`src/rtl/fight_pkg.sv`:
```
// fight_pkg: shared types and constants for the round/match controller.
//   state_t        FSM encoding, also exported on fight_round_ctrl.state_o
//   NO_WINNER      winner code meaning "none yet" or "drawn match"
//   FRAMES_PER_SEC frame ticks per displayed second
package fight_pkg;

   typedef enum logic [2:0] {
      IDLE      = 3'd0,
      COUNTDOWN = 3'd1,
      FIGHT     = 3'd2,
      KO        = 3'd3,
      MATCH_END = 3'd4
   } state_t;

   localparam logic [2:0] NO_WINNER      = 3'd7;
   localparam int         FRAMES_PER_SEC = 60;

endpackage

```
`src/rtl/fight_round_ctrl_hp_channel.sv`:
```
// hp_channel: one fighter's health register with hit invulnerability.
//   Clk, Reset_n  clock, synchronous active-low reset
//   load          reload full health and clear invulnerability (round start)
//   tick_en       frame tick qualified by FIGHT; hits and invuln count only then
//   hit, heavy    hit level for this fighter, heavy selects double damage
//   health        registered health
//   health_nxt    value health takes at the next edge (used for KO adjudication)
//   is_zero       health_nxt == 0, so KO is seen on the same tick as the hit
module hp_channel #(
   parameter int HW            = 8,
   parameter int HEALTH_MAX    = 160,
   parameter int DAMAGE        = 8,
   parameter int INVULN_FRAMES = 20
) (
   input  logic          Clk,
   input  logic          Reset_n,
   input  logic          load,
   input  logic          tick_en,
   input  logic          hit,
   input  logic          heavy,
   output logic [HW-1:0] health,
   output logic [HW-1:0] health_nxt,
   output logic          is_zero
);

   localparam int IW = $clog2(INVULN_FRAMES + 2);
   localparam int DW = HW + 1;
   localparam logic [HW-1:0] HP_FULL  = HW'(HEALTH_MAX);
   localparam logic [DW-1:0] DMG_LO   = DW'(DAMAGE);
   localparam logic [DW-1:0] DMG_HI   = DW'(2 * DAMAGE);
   localparam logic [IW-1:0] INV_LOAD = IW'(INVULN_FRAMES);

   logic [IW-1:0] inv_q;
   logic [DW-1:0] dmg;
   logic          take;

   always_comb begin
      dmg        = heavy ? DMG_HI : DMG_LO;
      take       = tick_en & hit & (inv_q == '0);
      health_nxt = health;
      if (load)
         health_nxt = HP_FULL;
      else if (take)
         // one extra bit so a damage larger than health clamps to 0 instead of wrapping
         health_nxt = ({1'b0, health} > dmg) ? (health - dmg[HW-1:0]) : '0;
      is_zero = (health_nxt == '0);
   end

   always_ff @(posedge Clk) begin
      if (!Reset_n) begin
         health <= HP_FULL;
         inv_q  <= '0;
      end else begin
         health <= health_nxt;
         if (load)
            inv_q <= '0;
         else if (take)
            inv_q <= INV_LOAD;
         else if (tick_en && (inv_q != '0))
            inv_q <= inv_q - IW'(1);
      end
   end

endmodule

```
`src/rtl/fight_round_ctrl.sv`:
```
// fight_round_ctrl: best-of-K match sequencer for N fighters, advanced by frame_tick.
//   Clk, Reset_n   clock, synchronous active-low reset
//   frame_tick     one-cycle pulse per video frame; all sequencing steps on it
//   start          match start level, rising edge (sampled on ticks) qualifies
//   hit, heavy     per-fighter hit level and double-damage select
//   health         packed health, fighter i at [i*HW +: HW]
//   wins           packed 2-bit saturating round-win counts
//   fight_active   high only in FIGHT
//   round_num      1-based round, saturates at 15
//   secs_left      whole seconds remaining in the round
//   state_o        fight_pkg::state_t encoding
//   ko_pulse       one cycle after entering KO
//   winner         match winner index, NO_WINNER otherwise
//
// state     | meaning
// IDLE      | after reset, waiting for start
// COUNTDOWN | pre-fight "ready" delay, health and round timer loaded
// FIGHT     | hits applied, round timer running
// KO        | round awarded on entry, frozen for KO_FRAMES ticks
// MATCH_END | winner held until a fresh start edge
module fight_round_ctrl
   import fight_pkg::*;
#(
   parameter int N_FIGHTERS       = 2,
   parameter int HW               = 8,
   parameter int HEALTH_MAX       = 160,
   parameter int DAMAGE           = 8,
   parameter int INVULN_FRAMES    = 20,
   parameter int ROUND_FRAMES     = 5400,
   parameter int COUNTDOWN_FRAMES = 180,
   parameter int KO_FRAMES        = 120,
   parameter int ROUNDS_TO_WIN    = 2
) (
   input  logic                     Clk,
   input  logic                     Reset_n,
   input  logic                     frame_tick,
   input  logic                     start,
   input  logic [N_FIGHTERS-1:0]    hit,
   input  logic [N_FIGHTERS-1:0]    heavy,
   output logic [N_FIGHTERS*HW-1:0] health,
   output logic [N_FIGHTERS*2-1:0]  wins,
   output logic                     fight_active,
   output logic [3:0]               round_num,
   output logic [6:0]               secs_left,
   output logic [2:0]               state_o,
   output logic                     ko_pulse,
   output logic [2:0]               winner
);

   localparam logic [6:0]  SECS_INIT = 7'(ROUND_FRAMES / FRAMES_PER_SEC);
   localparam logic [5:0]  SUB_INIT  = 6'(ROUND_FRAMES % FRAMES_PER_SEC);
   localparam logic [5:0]  SUB_WRAP  = 6'(FRAMES_PER_SEC - 1);
   localparam logic [15:0] CD_LOAD   = 16'(COUNTDOWN_FRAMES - 1);
   localparam logic [15:0] KO_LOAD   = 16'(KO_FRAMES - 1);
   localparam logic [1:0]  WIN_TGT   = 2'(ROUNDS_TO_WIN);

   state_t         state_q, state_d;
   logic           start_q, start_rise;
   logic [15:0]    phase_q;
   logic [6:0]     sec_q;
   logic [5:0]     sub_q;
   logic [3:0]     round_q;
   logic [1:0]     wins_q [N_FIGHTERS];
   logic [2:0]     winner_q;
   logic           ko_q;

   logic [HW-1:0]  hp_q   [N_FIGHTERS];
   logic [HW-1:0]  hp_nxt [N_FIGHTERS];
   logic [N_FIGHTERS-1:0] hp_zero;

   logic           round_load, clear_match, next_round, phase_dec;
   logic           fight_tick, enter_ko, enter_end, timer_exp;
   logic [2:0]     n_alive;
   logic [HW-1:0]  best_hp;
   logic [1:0]     best_idx;
   logic           tie, award_ok;
   logic           match_won;
   logic [2:0]     match_idx;

   for (genvar g = 0; g < N_FIGHTERS; g++) begin : g_hp
      hp_channel #(
         .HW            (HW),
         .HEALTH_MAX    (HEALTH_MAX),
         .DAMAGE        (DAMAGE),
         .INVULN_FRAMES (INVULN_FRAMES)
      ) u_hp (
         .Clk        (Clk),
         .Reset_n    (Reset_n),
         .load       (round_load),
         .tick_en    (fight_tick),
         .hit        (hit[g]),
         .heavy      (heavy[g]),
         .health     (hp_q[g]),
         .health_nxt (hp_nxt[g]),
         .is_zero    (hp_zero[g])
      );
      assign health[g*HW +: HW] = hp_q[g];
      assign wins[g*2 +: 2]     = wins_q[g];
   end

   assign start_rise = start & ~start_q;
   // remaining frames = sec*60 + sub; this tick takes the last one
   assign timer_exp  = (sec_q == '0) && (sub_q == 6'd1);

   // Adjudication on post-hit health: unique maximum wins, but while others
   // are still standing it only counts if the clock ran out.
   always_comb begin
      n_alive  = '0;
      best_hp  = '0;
      best_idx = '0;
      tie      = 1'b1;
      for (int i = 0; i < N_FIGHTERS; i++) begin
         if (hp_nxt[i] != '0)
            n_alive = n_alive + 3'd1;
         if (hp_nxt[i] > best_hp) begin
            best_hp  = hp_nxt[i];
            best_idx = 2'(i);
            tie      = 1'b0;
         end else if (hp_nxt[i] == best_hp) begin
            tie = 1'b1;
         end
      end
      award_ok = !tie && ((n_alive == 3'd1) || timer_exp);
   end

   always_comb begin
      match_won = 1'b0;
      match_idx = NO_WINNER;
      for (int i = 0; i < N_FIGHTERS; i++) begin
         if (wins_q[i] >= WIN_TGT) begin
            match_won = 1'b1;
            match_idx = 3'(i);
         end
      end
   end

   always_ff @(posedge Clk) begin
      if (!Reset_n)
         state_q <= IDLE;
      else
         state_q <= state_d;
   end

   always_comb begin
      state_d     = state_q;
      round_load  = 1'b0;
      clear_match = 1'b0;
      next_round  = 1'b0;
      phase_dec   = 1'b0;
      fight_tick  = 1'b0;
      enter_ko    = 1'b0;
      enter_end   = 1'b0;
      if (frame_tick) begin
         case (state_q)
            IDLE, MATCH_END: begin
               if (start_rise) begin
                  state_d     = COUNTDOWN;
                  round_load  = 1'b1;
                  clear_match = 1'b1;
               end
            end
            COUNTDOWN: begin
               if (phase_q == '0)
                  state_d = FIGHT;
               else
                  phase_dec = 1'b1;
            end
            FIGHT: begin
               fight_tick = 1'b1;
               if ((|hp_zero) || timer_exp) begin
                  state_d  = KO;
                  enter_ko = 1'b1;
               end
            end
            KO: begin
               if (phase_q != '0) begin
                  phase_dec = 1'b1;
               end else if (match_won) begin
                  state_d   = MATCH_END;
                  enter_end = 1'b1;
               end else begin
                  state_d    = COUNTDOWN;
                  round_load = 1'b1;
                  next_round = 1'b1;
               end
            end
            default: state_d = IDLE;
         endcase
      end
   end

   always_ff @(posedge Clk) begin
      if (!Reset_n) begin
         start_q  <= 1'b0;
         phase_q  <= '0;
         sec_q    <= SECS_INIT;
         sub_q    <= SUB_INIT;
         round_q  <= 4'd1;
         winner_q <= NO_WINNER;
         ko_q     <= 1'b0;
         for (int i = 0; i < N_FIGHTERS; i++)
            wins_q[i] <= '0;
      end else begin
         ko_q <= enter_ko;
         if (frame_tick)
            start_q <= start;

         if (round_load) begin
            phase_q <= CD_LOAD;
            sec_q   <= SECS_INIT;
            sub_q   <= SUB_INIT;
         end else begin
            if (enter_ko)
               phase_q <= KO_LOAD;
            else if (phase_dec)
               phase_q <= phase_q - 16'd1;
            if (fight_tick) begin
               if (sub_q == '0) begin
                  sec_q <= sec_q - 7'd1;
                  sub_q <= SUB_WRAP;
               end else begin
                  sub_q <= sub_q - 6'd1;
               end
            end
         end

         if (clear_match) begin
            round_q  <= 4'd1;
            winner_q <= NO_WINNER;
         end else begin
            if (next_round && (round_q != 4'd15))
               round_q <= round_q + 4'd1;
            if (enter_end)
               winner_q <= match_idx;
         end

         for (int i = 0; i < N_FIGHTERS; i++) begin
            if (clear_match)
               wins_q[i] <= '0;
            else if (enter_ko && award_ok && (best_idx == 2'(i)) && (wins_q[i] != 2'd3))
               wins_q[i] <= wins_q[i] + 2'd1;
         end
      end
   end

   assign fight_active = (state_q == FIGHT);
   assign state_o      = state_q;
   assign round_num    = round_q;
   assign secs_left    = sec_q;
   assign ko_pulse     = ko_q;
   assign winner       = winner_q;

endmodule

```
`config.mk`:
```
export PLATFORM = sky130hd
export DESIGN_NAME = fight_round_ctrl
export DESIGN_NICKNAME = d
export VERILOG_FILES = /design/src/rtl/fight_pkg.sv /design/src/rtl/fight_round_ctrl_hp_channel.sv /design/src/rtl/fight_round_ctrl.sv
export SDC_FILE = /design/constraint.sdc
export NUM_CORES = 1
export LEC_CHECK = 0
export BUFFER_PORTS_ARGS = -buffer_cell sky130_fd_sc_hd__clkbuf_2
export CAP_MARGIN = 30
export CORE_UTILIZATION = 50
export CTS_CLUSTER_DIAMETER = 30
export DETAILED_ROUTE_END_ITERATION = 7
export MAX_ROUTING_LAYER = met4
export PLACE_DENSITY = 0.7
export SETUP_SLACK_MARGIN = 0.2
export SLEW_MARGIN = 20
export SYNTH_ARGS = -nofsm -noshare
export SYNTH_HDL_FRONTEND = slang
export SYNTH_SLANG_ARGS = --single-unit
```
`constraint.sdc`:
```
create_clock -name Clk -period 8.45 [get_ports Clk]
set_input_delay 1.69 -clock Clk [delete_from_list [all_inputs] [get_ports Clk]]
set_output_delay 1.69 -clock Clk [all_outputs]
set_load 0.02 [all_outputs]
```
==> reports/results.ini <==
[global_routing]
grtUsageTotal=0.237
grt_first_pass_wirelength_mm=15.3
first_global_vias=3265
gr-usage-met2=0.360
gr-usage-met1=0.302
groute.layer.met3.usage=0.0564
grt_max_degree=24
most_utilized_layer_in_the_global_route_result=met2
initial_antenna_violation_count=0
grt_remaining_overflow=0

[sta]
grt_setup_unrepaired=no
timing.fmax_mhz=197
setup_viol_count_final=0
relSlewSlack=0.353
final-max-slew-violation-count=0
finClkSkew_ns=0.0105
timing.final.crit_share=0.602
postLayoutSetupSlackWorst_ns=3.36
worstMarginPinSlew_ns=0.966
holdWs_ns=0.489
final.setup.tns_ns=0
final-hold-violation-count=0
finalCriticalPeriod_ns=5.09

[placement]
dpl.hpwl_mm=6.72
place.gp.congestion=0.895
io_buffer_count=46
pre_cts_slack_ns=3.03

[final_layout]
num_antenna_cells=0
multiInputGateArea_um2=2340
area_growth_pct=13.3
seqCellArea_um2=1440
final_net_count=536
fillCellCount=711
drive_above_1_share=0.160

[synth]
post_synth_most_frequent_cells=sky130_fd_sc_hd__dfxtp_1 (66), sky130_fd_sc_hd__nor2_1 (37), sky130_fd_sc_hd__nand2_1 (35), sky130_fd_sc_hd__nor3_1 (27), sky130_fd_sc_hd__a21oi_1 (26)
synth_most_common_cell=sky130_fd_sc_hd__dfxtp_1
synth_area_per_cell_um2=8.62
yosys_warnings=0
dominant_cell_type_by_area_after_synthesis=sky130_fd_sc_hd__dfxtp_1
synthCells=457
syn_area_um2=3940
netlist-cell-type-count=59
syn-num-nets=492
synth_seq_area_share=0.366
async_reset_ff_frac=0
synthTopCellsByArea=sky130_fd_sc_hd__dfxtp_1 (34%), sky130_fd_sc_hd__ha_1 (7.9%), sky130_fd_sc_hd__nor2_1 (3.5%), sky130_fd_sc_hd__nor3_1 (3.4%), sky130_fd_sc_hd__nand2_1 (3.3%)
synthFlopType=sky130_fd_sc_hd__dfxtp_1
synth_top_area_share=0.335
synth_seq_cells=70
synth_edf_count=4

[clock_tree]
clock_insertion_delay_worst_skew_ns=0.35
cts_resized=0
cts_max_path_buffers=2
cts_hold_buffers=0
cts.reportedPaths.clkPinSlew_ns=0.07
cts.repair_timing.setup_buffer_count=0
htreeDepth=3
clock_sink_count=70
buffer_type_at_the_clock_tree_root=sky130_fd_sc_hd__clkbuf_8
cts_tree=built
numCtsBuffers=9

[setup_path]
cp-start-kind=input pin
worstPathMaxFanout=5
worstPathRequired_ns=8.48
cp-end-kind=flip-flop
timing.setup.critical_path_class=in2reg
timing.critical_path.arrival_ns=5.12

[flow_run]
timing.max_cap.violations=0

[drt]
initialDrtViolationCount=178
number_of_optimization_iterations_in_the_first_detailed_route_pass=4
dr_total_vias=3521
drt.antenna.violating_nets=0
avgRoutedWirePerCell_um=15.2
final_wl_mm=9.20
post_drt_via_cell_ratio=5.82
detail_route.drc_violations=0

[floorplanning]
die_area_um2=8240
design.core.area_um2=7450
num_rows=31
die_y_um=90.8
io-pin-count=47
die_width_um=90.8
initial_utilization=0.529

[outcome]
run_status=finished clean

[pwr]
power-per-cell-area_nw_per_um2=178
total_leakage_power_nw=1.79
power.total_w=0.000795
power.ir.vdd_worst_uv=89.3

[hold_path]
hp-class=reg2reg

[power by group]
part           leakage [nW]  total, W  internal, W  switching, W
logic                  1.10  0.000155    0.0000540      0.000101
clock network         0.106  0.000278     0.000151      0.000127
registers             0.576  0.000362     0.000346     0.0000161
[cell type report]
| type | count | share of cell area |
|---|---|---|
| tap | 99 | 0.0278 |
| timing repair buffer | 50 | 0.0586 |
| multi-input combinational | 346 | 0.526 |
| sequential | 70 | 0.323 |
| clock buffer | 12 | 0.0348 |
| clock inverter | 4 | 0.0101 |
| inverter | 24 | 0.0202 |
[per-layer routing]
layer | wire length, µm | vias up
met5 | 0 | -
met4 | 152 | 0
met3 | 488 | 12
met2 | 4120 | 92
met1 | 4440 | 1638
li1 | - | 1779
[flip-flops by register name, summed over array words and instances (netlist names)]
| name | cells |
|---|---|
| phase_q | 16 |
| wins_q | 4 |
| sub_q | 6 |
| ko_pulse | 1 |
| g_hp.u_hp.inv_q | 10 |
| round_num | 4 |
| winner | 2 |
| state_o | 3 |
| start_q | 1 |
| g_hp.u_hp.health | 16 |
| secs_left | 7 |
[critical path, stage by stage]
cell and delay [ns]:
sky130_fd_sc_hd__clkbuf_2 0.08, sky130_fd_sc_hd__inv_1 0.11, sky130_fd_sc_hd__ha_1 0.19, sky130_fd_sc_hd__inv_1 0.05, sky130_fd_sc_hd__fa_1 0.44, sky130_fd_sc_hd__nor4_1 0.47
sky130_fd_sc_hd__a41o_1 0.22, sky130_fd_sc_hd__a31oi_1 0.06, sky130_fd_sc_hd__o31ai_1 0.48, sky130_fd_sc_hd__nand2_1 0.12, sky130_fd_sc_hd__ha_1 0.24, sky130_fd_sc_hd__nand2b_1 0.14
sky130_fd_sc_hd__a211o_1 0.31, sky130_fd_sc_hd__nand4bb_4 0.24, sky130_fd_sc_hd__a22oi_1 0.28
[cell families after synthesis]
kind of cell / share of synthesized area
and+or+nand+nor: 0.282
adders and majority gates: 0.0896
DFF: 0.366
muxes: 0.0133
xor gates and xnor gates: 0.0511
AOI/OAI and AO/OA: 0.158
buffers and inverters: 0.0403
[cells in the final DEF, fill, tap and decap left out, types with 4 or more instances in the layout]
master / instances
sky130_fd_sc_hd__dfxtp_1: 66
sky130_fd_sc_hd__clkbuf_2: 47
sky130_fd_sc_hd__nor2_1: 37
sky130_fd_sc_hd__nand2_1: 35
sky130_fd_sc_hd__nor3_1: 27
sky130_fd_sc_hd__a21oi_1: 26
sky130_fd_sc_hd__ha_1: 25
sky130_fd_sc_hd__inv_1: 23
sky130_fd_sc_hd__nand3_1: 16
sky130_fd_sc_hd__xor2_1: 13
sky130_fd_sc_hd__and3_1: 12
sky130_fd_sc_hd__or3_1: 12
sky130_fd_sc_hd__or4_1: 11
sky130_fd_sc_hd__o21ai_0: 11
sky130_fd_sc_hd__o31ai_1: 11
sky130_fd_sc_hd__clkbuf_8: 11
sky130_fd_sc_hd__xnor2_1: 10
sky130_fd_sc_hd__nor4_1: 7
sky130_fd_sc_hd__nand2b_1: 6
sky130_fd_sc_hd__o41ai_1: 6
sky130_fd_sc_hd__o211ai_1: 6
sky130_fd_sc_hd__a211oi_1: 6
sky130_fd_sc_hd__a31oi_1: 6
sky130_fd_sc_hd__nand4_1: 5
sky130_fd_sc_hd__nand4b_1: 5
sky130_fd_sc_hd__and2_1: 4
sky130_fd_sc_hd__nor2b_1: 4
sky130_fd_sc_hd__a21o_1: 4
sky130_fd_sc_hd__or2_2: 4
sky130_fd_sc_hd__edfxtp_1: 4
[stage by stage]
stage	area, µm²	util	instances
4_1_cts	4450	0.597	603
3_5_place_dp	4250	0.570	587
3_3_place_gp	4250	0.570	587
5_1_grt	4460	0.599	605
2_1_floorplan	3940	-	457
6_report	4460	0.599	605
[final timing paths]
kind,from,slack (ns),to,cells after the start
hold reg to reg,winner[0],0.49,winner[0],1
setup reg to reg,state_o[1],4.49,wins_q[0][1],10
setup / recovery,heavy[0],3.36,wins_q[0][1],15
hold / removal,winner[0],0.49,winner[0],1
Power figures use the tool's default switching activity.
